==> src/rtl/midi_preset_writer_if.sv <==
// Flash master bus used by the preset writer.
//   spi_adr_o  24  flash byte address
//   spi_dat_o  32  word to program
//   spi_we_o    1  write cycle
//   spi_stb_o   1  bus cycle request
//   spi_ack_i   1  cycle completed
//   spi_rty_i   1  flash busy, retry later
// master = preset writer side, slave = flash controller side.
interface midi_preset_writer_if;
  logic [23:0] spi_adr_o;
  logic [31:0] spi_dat_o;
  logic        spi_we_o;
  logic        spi_stb_o;
  logic        spi_ack_i;
  logic        spi_rty_i;

  modport master (
    output spi_adr_o, spi_dat_o, spi_we_o, spi_stb_o,
    input  spi_ack_i, spi_rty_i
  );

  modport slave (
    input  spi_adr_o, spi_dat_o, spi_we_o, spi_stb_o,
    output spi_ack_i, spi_rty_i
  );
endinterface

==> src/rtl/midi_preset_writer.sv <==
// Preset write-back engine. Captures per-button MIDI presets into shadow
// registers, waits for a quiet period with no saves, then programs every dirty
// slot into flash at BASE_ADDR + (slot-1)*4, lowest slot first.
// Ports:
//   clk        system clock
//   rst        asynchronous active-low reset
//   save_stb   1-cycle pulse: capture save_word into save_slot
//   save_slot  slot 1..BUTTONS_CNT; 0 or out-of-range values are ignored
//   save_word  {status, data1, data2, bits_cnt}, status in [31:24]
//   flush_en   flash port is free for this block
//   spi        flash master bus (midi_preset_writer_if.master)
//   dirty      bit n-1 set = slot n holds data not yet in flash
//   busy       engine is not idle
//   err        sticky: a word ran out of retries; cleared by the next save
module midi_preset_writer #(
  parameter int          BUTTONS_CNT = 4,
  parameter logic [23:0] BASE_ADDR   = 24'h1ffd80,
  parameter int          QUIET_CNT   = 1_000_000,
  parameter int          RETRY_GAP   = 256,
  parameter int          MAX_RETRIES = 8
) (
  input  logic                    clk,
  input  logic                    rst,
  input  logic                    save_stb,
  input  logic [2:0]              save_slot,
  input  logic [31:0]             save_word,
  input  logic                    flush_en,
  midi_preset_writer_if.master    spi,
  output logic [BUTTONS_CNT-1:0]  dirty,
  output logic                    busy,
  output logic                    err
);

  // One timer serves both the quiet window and the retry gap.
  localparam int TIMER_MAX = (QUIET_CNT > RETRY_GAP) ? QUIET_CNT : RETRY_GAP;
  localparam int TW        = (TIMER_MAX > 1) ? $clog2(TIMER_MAX) : 1;
  localparam int RW        = (MAX_RETRIES > 1) ? $clog2(MAX_RETRIES + 1) : 1;

  localparam logic [TW-1:0] QUIET_LAST = TW'(QUIET_CNT - 1);
  localparam logic [TW-1:0] GAP_LAST   = TW'(RETRY_GAP - 1);
  localparam logic [RW-1:0] RTY_LAST   = RW'(MAX_RETRIES - 1);
  localparam logic [3:0]    MAX_SLOT   = 4'(BUTTONS_CNT);

  typedef enum logic [2:0] {
    S_IDLE,
    S_QUIET,
    S_SCAN,
    S_WRITE,
    S_GAP
  } state_t;

  state_t          state_q, state_d;
  logic [TW-1:0]   timer_q, timer_d;
  logic [RW-1:0]   retries_q, retries_d;
  logic [2:0]      cur_idx_q, cur_idx_d;
  logic [23:0]     adr_q, adr_d;
  logic [31:0]     dat_q, dat_d;
  logic            we_q, we_d;
  logic            stb_q, stb_d;
  logic            resaved_q, resaved_d;
  logic            err_q, err_d;
  logic            clear_dirty;

  logic [31:0]            shadow [BUTTONS_CNT];
  logic [BUTTONS_CNT-1:0] dirty_q;

  logic       save_valid;
  logic [2:0] save_idx;
  logic       save_hits_cur;
  logic       pick_found;
  logic [2:0] pick_idx;
  logic [31:0] pick_word;

  assign save_valid    = save_stb && (save_slot != 3'd0) && ({1'b0, save_slot} <= MAX_SLOT);
  assign save_idx      = save_slot - 3'd1;
  assign save_hits_cur = save_valid && (save_idx == cur_idx_q);

  // Lowest-numbered dirty slot wins: scan downward so the last hit is lowest.
  always_comb begin
    pick_found = 1'b0;
    pick_idx   = 3'd0;
    pick_word  = 32'd0;
    for (int i = BUTTONS_CNT - 1; i >= 0; i--) begin
      if (dirty_q[i]) begin
        pick_found = 1'b1;
        pick_idx   = 3'(i);
        pick_word  = shadow[i];
      end
    end
  end

  // NOTE: the shadow words are a handful of flip-flops, so they are cleared on
  // reset like any other state; a RAM-backed store would be left unreset.
  always_ff @(posedge clk or negedge rst) begin
    if (!rst) begin
      for (int i = 0; i < BUTTONS_CNT; i++) shadow[i] <= 32'd0;
      dirty_q <= '0;
    end else begin
      for (int i = 0; i < BUTTONS_CNT; i++) begin
        if (save_valid && (save_idx == 3'(i))) begin
          shadow[i]  <= save_word;
          dirty_q[i] <= 1'b1;
        end else if (clear_dirty && (cur_idx_q == 3'(i))) begin
          dirty_q[i] <= 1'b0;
        end
      end
    end
  end

  // NOTE: state is updated with non-blocking assignments so every register
  // samples the pre-edge values regardless of statement order.
  always_ff @(posedge clk or negedge rst) begin
    if (!rst) begin
      state_q   <= S_IDLE;
      timer_q   <= '0;
      retries_q <= '0;
      cur_idx_q <= 3'd0;
      adr_q     <= 24'd0;
      dat_q     <= 32'd0;
      we_q      <= 1'b0;
      stb_q     <= 1'b0;
      resaved_q <= 1'b0;
      err_q     <= 1'b0;
    end else begin
      state_q   <= state_d;
      timer_q   <= timer_d;
      retries_q <= retries_d;
      cur_idx_q <= cur_idx_d;
      adr_q     <= adr_d;
      dat_q     <= dat_d;
      we_q      <= we_d;
      stb_q     <= stb_d;
      resaved_q <= resaved_d;
      err_q     <= err_d;
    end
  end

  // NOTE: every signal written here gets its hold value first, so no path
  // through the case can leave one unassigned and infer a latch.
  always_comb begin
    state_d     = state_q;
    timer_d     = timer_q;
    retries_d   = retries_q;
    cur_idx_d   = cur_idx_q;
    adr_d       = adr_q;
    dat_d       = dat_q;
    we_d        = we_q;
    stb_d       = stb_q;
    resaved_d   = resaved_q;
    err_d       = err_q;
    clear_dirty = 1'b0;

    case (state_q)
      S_IDLE: begin
        timer_d = '0;
        // A failed slot stays dirty but waits for a fresh save before retrying.
        if ((dirty_q != '0) && !err_q) state_d = S_QUIET;
      end

      S_QUIET: begin
        if (save_valid) begin
          timer_d = '0;
        end else if (timer_q == QUIET_LAST) begin
          timer_d = '0;
          state_d = S_SCAN;
        end else begin
          timer_d = timer_q + 1'b1;
        end
      end

      S_SCAN: begin
        if (!pick_found) begin
          state_d = S_IDLE;
        end else if (flush_en) begin
          adr_d     = BASE_ADDR + {19'd0, pick_idx, 2'b00};
          dat_d     = pick_word;
          we_d      = 1'b1;
          stb_d     = 1'b1;
          cur_idx_d = pick_idx;
          // The retry budget carries across a gap only for the same slot.
          if (pick_idx != cur_idx_q) retries_d = '0;
          // A save landing on the picked slot this cycle is newer than dat_d.
          resaved_d = save_valid && (save_idx == pick_idx);
          state_d   = S_WRITE;
        end
      end

      S_WRITE: begin
        if (save_hits_cur) resaved_d = 1'b1;
        if (spi.spi_ack_i) begin
          stb_d       = 1'b0;
          we_d        = 1'b0;
          retries_d   = '0;
          clear_dirty = !(resaved_q || save_hits_cur);
          state_d     = S_SCAN;
        end else if (spi.spi_rty_i) begin
          stb_d = 1'b0;
          we_d  = 1'b0;
          if (retries_q == RTY_LAST) begin
            err_d     = 1'b1;
            retries_d = '0;
            state_d   = S_IDLE;
          end else begin
            retries_d = retries_q + 1'b1;
            timer_d   = '0;
            state_d   = S_GAP;
          end
        end
      end

      S_GAP: begin
        if (timer_q == GAP_LAST) begin
          timer_d = '0;
          state_d = S_SCAN;
        end else begin
          timer_d = timer_q + 1'b1;
        end
      end

      default: state_d = S_IDLE;
    endcase

    // Any accepted save re-arms the engine after a give-up.
    if (save_valid) err_d = 1'b0;
  end

  assign spi.spi_adr_o = adr_q;
  assign spi.spi_dat_o = dat_q;
  assign spi.spi_we_o  = we_q;
  assign spi.spi_stb_o = stb_q;
  assign dirty         = dirty_q;
  assign busy          = (state_q != S_IDLE);
  assign err           = err_q;

endmodule

==> src/flat_wrapper.sv <==
// flat-port wrapper written by rule: the top's interface ports become plain ports
module midi_preset_writer_flat 
#(
  parameter int          BUTTONS_CNT = 4,
  parameter logic [23:0] BASE_ADDR   = 24'h1ffd80,
  parameter int          QUIET_CNT   = 1_000_000,
  parameter int          RETRY_GAP   = 256,
  parameter int          MAX_RETRIES = 8
)
  (clk, rst, save_stb, save_slot, save_word, flush_en, dirty, busy, err, spi_spi_adr_o, spi_spi_dat_o, spi_spi_we_o, spi_spi_stb_o, spi_spi_ack_i, spi_spi_rty_i);
  midi_preset_writer_if spi_i ();
  input  logic clk;
  input  logic rst;
  input  logic save_stb;
  input  logic [2:0] save_slot;
  input  logic [31:0] save_word;
  input  logic flush_en;
  output logic [BUTTONS_CNT-1:0] dirty;
  output logic busy;
  output logic err;
  output wire logic [$bits(spi_i.spi_adr_o)-1:0] spi_spi_adr_o;
  output wire logic [$bits(spi_i.spi_dat_o)-1:0] spi_spi_dat_o;
  output wire logic [$bits(spi_i.spi_we_o)-1:0] spi_spi_we_o;
  output wire logic [$bits(spi_i.spi_stb_o)-1:0] spi_spi_stb_o;
  input wire logic [$bits(spi_i.spi_ack_i)-1:0] spi_spi_ack_i;
  input wire logic [$bits(spi_i.spi_rty_i)-1:0] spi_spi_rty_i;
  assign spi_spi_adr_o = spi_i.spi_adr_o;
  assign spi_spi_dat_o = spi_i.spi_dat_o;
  assign spi_spi_we_o = spi_i.spi_we_o;
  assign spi_spi_stb_o = spi_i.spi_stb_o;
  assign spi_i.spi_ack_i = spi_spi_ack_i;
  assign spi_i.spi_rty_i = spi_spi_rty_i;
  midi_preset_writer #(.BUTTONS_CNT(BUTTONS_CNT), .BASE_ADDR(BASE_ADDR), .QUIET_CNT(QUIET_CNT), .RETRY_GAP(RETRY_GAP), .MAX_RETRIES(MAX_RETRIES)) u_core (.clk(clk), .rst(rst), .save_stb(save_stb), .save_slot(save_slot), .save_word(save_word), .flush_en(flush_en), .spi(spi_i), .dirty(dirty), .busy(busy), .err(err));
endmodule
==> config.mk <==
export PLATFORM = sky130hd
export DESIGN_NAME = midi_preset_writer_flat
export DESIGN_NICKNAME = d
export VERILOG_FILES = /design/src/rtl/midi_preset_writer_if.sv /design/src/rtl/midi_preset_writer.sv /design/src/flat_wrapper.sv
export SDC_FILE = /design/constraint.sdc
export NUM_CORES = 1
export LEC_CHECK = 0
export CAP_MARGIN = 20
export CORE_ASPECT_RATIO = 2
export CORE_MARGIN = 2
export CORE_UTILIZATION = 30
export CTS_CLUSTER_DIAMETER = 30
export DETAILED_ROUTE_END_ITERATION = 12
export PLACE_DENSITY_LB_ADDON = 0.05
export SYNTH_ARGS = -nofsm -noshare
export SYNTH_HDL_FRONTEND = slang
export SYNTH_SLANG_ARGS = --single-unit
==> constraint.sdc <==
create_clock -name clk -period 2.2 [get_ports clk]
set_input_delay 0.44 -clock clk [delete_from_list [all_inputs] [get_ports clk]]
set_output_delay 0.44 -clock clk [all_outputs]
set_load 0.01 [all_outputs]
==> impl_metrics.ini <==
[floorplanning]
core.rowCount = 89
die_area_um2 = 31600
die_wd_um = 127
die_h_um = 249
fp.coreArea_um2 = 29600
floorplan.initialDensity_pct = 30.5
io_pins = 105

[logic_synthesis]
yosys_register_bits = 197
fraction_of_synthesized_cell_area_taken_by_the_top_area_cell_type_pct = 54.6
synthesis.area_per_instance_um2 = 11.7
post_synthesis_async_set_or_reset_flop_share_pct = 100
synth_largest_area_cell = dfrtp_1
synth.yosys.seq_area_share_pct = 54.6
syn_area_um2 = 9030
syn-instance-count = 771
edff_count_synth = 0
netlist_top_cells_area = dfrtp_1, mux2_2, nand2_1
synth-main-ff-cell = dfrtp_1
synth.yosys.warnings = 0
netlist-cell-type-count = 56

[cells_and_area]
layout_commonest_cell = dfrtp_1
instances_no_fill = 1261
finish.net_count = 936
synthToLayoutAreaGrowth_pct = 27.8
share_of_post_route_cells_with_drive_strength_above_1_pct = 27.9
layout_common_cells = dfrtp_1, mux2_2, clkdlybuf4s50_1
stdcell_area_um2 = 11500
num_antenna_cells = 0
layout.core_utilization_pct = 39.0
fillerInstances = 2884

[placed_design]
placed_cells = 1224
dpl.hpwl_mm = 17.5
place.gp.congestion = 0.776
place_ws_ns = -0.602
cell_area_after_placement_um2 = 10700
portBuffers = 95

[critical_path]
reg2reg_from = u_core.timer_q[16]$_DFFE_PN0P_
worst_setup_path_end_kind = flop
path_max_fanout = 6
critPathRequiredTime_ns = 2.54
critical_path_class = in -> reg
critPathLaunch = save_slot[1]
startpoint_type = primary input
critPathArrivalTime_ns = 2.45

[clock_tree]
cts_tree = built
cts-htree-levels = 4
cts.reportedPaths.clkPinSlew_ns = 0.07
maximum_buffer_depth_of_the_clock_tree = 2
clock_insertion_delay_worst_skew_ns = 0.45
clkSinkCount = 197
ctsRootBufferMaster = clkbuf_16
cts_bufs_inserted = 17

[timing]
final.period_utilization_pct = 96.2
fin_ws_ns = 0.0827
finalMaxSlewViolations = 0
fmax_mhz = 472
hold_violations = 0
holdWs_ns = 0.481
rsz0062_at_grt = no
setup_viol = 0
tns_ns = 0
worst_case_clock_skew_ns = 0.00983
slew_worst_pin_ns = 0.591
timing.final.crit_period_ns = 2.12
slew-limit-headroom_pct = 60.5

[pwr]
netSwitchingFraction_pct = 35.0
clockPowerShare_pct = 23.2
power.combinational.fraction_pct = 35.8
seq_power_share_pct = 41.0
netSwitchingPower_mw = 4.73
cellLeakagePower_nw = 5.04
cell_internal_pwr_mw = 8.77
total_power_mw = 13.5
powerDensity_nw_per_um2 = 1170
peak_supply_drop_mv = 0.622

[worst_hold_path]
hp-class = reg -> reg
hold_start = u_core.spi.spi_dat_o[29]$_DFFE_PN0P_

[detailed_routing]
detail_route.vias_per_cell = 5.31
num_vias = 6696
drt_pass1_iterations = 5
wirelength_mm = 26.7
drt_first_iter_violations = 321
final_antenna_net_count = 0
routedWlPerCell_um = 21.2
drcViolationCount = 0

[grt]
grt_max_degree = 54
global_route.overflow_total = 0
grt_antenna_before_repair = 0
wire_length_of_the_first_global_routing_pass_mm = 41.7
grt_pass1_vias = 7173
grtUsageTotal_pct = 17.4

[outcome]
status = completed

[flow_run]
maxCapViolCount = 0
[area by class of cell]
type                            count  area, um2  share of cell area (%)
Multi-Input combinational cell    492       3780                    32.8
Inverter                           16       60.1                   0.520
Sequential cell                   197       4930                    42.7
Clock buffer                       22        484                    4.19
Timing Repair Buffer              162       1730                    15.0
Clock inverter                      8       92.6                   0.802
Tap cell                          364        455                    3.95
[power groups by stage]
stage	Combinational (mW)	Clock, mW	Sequential, mW
2_1_floorplan	2.71	0	5.40
3_3_place_gp	4.84	0	5.54
3_5_place_dp	4.89	0	5.60
4_1_cts	4.94	3.23	5.54
5_1_grt	5.30	3.37	5.68
6_report	4.84	3.13	5.53
[synthesized netlist by cell type, types with 9 or more instances]
cell and count:
dfrtp_1 197, mux2_2 129, nand2_1 77, o22ai_1 37
clkbuf_1 36, o31ai_1 33, a221oi_1 32, buf_4 22
nor2_1 21, o21ai_0 17, inv_1 15, buf_1 13
nand3_1 12, o211ai_1 10, a21oi_1 9, ha_1 9
[cell families (layout without fill, tap and decap cells)]
kind of cell | Yosys count | count (layout) | synth area share, %
compound gates | 168 | 168 | 13.3
buf+inv | 90 | 208 | 4.70
other cells | 1 | 9 | 0.0415
flops | 197 | 197 | 54.6
fa+ha+maj | 9 | 9 | 1.25
simple gates | 167 | 167 | 9.05
mux | 131 | 131 | 16.3
xor+xnor | 8 | 8 | 0.776
[final timing paths]
path / slack [ns] / cells past startpoint / endpoint
max in group asynchronous: 1.00 / 3 / u_core.shadow[7]$_DFFE_PN0P_
worst max-delay path: 0.08 / 11 / u_core.shadow[127]$_DFFE_PN0P_
worst max register to register: 0.16 / 7 / u_core.timer_q[4]$_DFFE_PN0P_
worst min register to register: 0.48 / 2 / u_core.spi.spi_dat_o[29]$_DFFE_PN0P_
worst min-delay path: 0.48 / 2 / u_core.spi.spi_dat_o[29]$_DFFE_PN0P_
min in group asynchronous: 0.53 / 2 / u_core.timer_q[14]$_DFFE_PN0P_
[critical path, cell delays in order]
cell and delay (ns):
dlygate4sd2_1 0.25, inv_1 0.09, ha_2 0.18, inv_1 0.04, ha_1 0.21, nor4bb_4 0.27, buf_4 0.16, buf_12 0.13
nand2_8 0.11, bufbuf_16 0.31, mux2_2 0.26
[layer usage]
layer	share of wire [%]	wire [um]	vias to the layer above	track usage [%]
met1	38	10100	3495	18.9
met2	57	15100	137	33.1
li1	-	-	3031	-
met4	2.3	623	0	6.28
met3	3.3	893	33	3.19
met5	0	0	-	0
[flip-flops by register name, indices dropped and copies added, names as in the netlist]
signal / count
u_core.state_q: 3
u_core.err: 1
u_core.spi.spi_adr_o: 2
u_core.cur_idx_q: 1
u_core.spi.spi_dat_o: 32
u_core.spi.spi_we_o: 1
u_core.timer_q: 20
u_core.shadow: 128
u_core.dirty: 4
u_core.retries_q: 4
u_core.resaved_q: 1
[timing repair]
item                                    CTS  global route
buffers inserted                          1             0
gates resized for setup                  28             2
endpoints found under the setup margin  131            10
gates cloned                              5             0
hold endpoints to repair                 46             0
hold buffers                              1             0
pin swaps                                 0             1
Power figures use the tool's default switching activity.
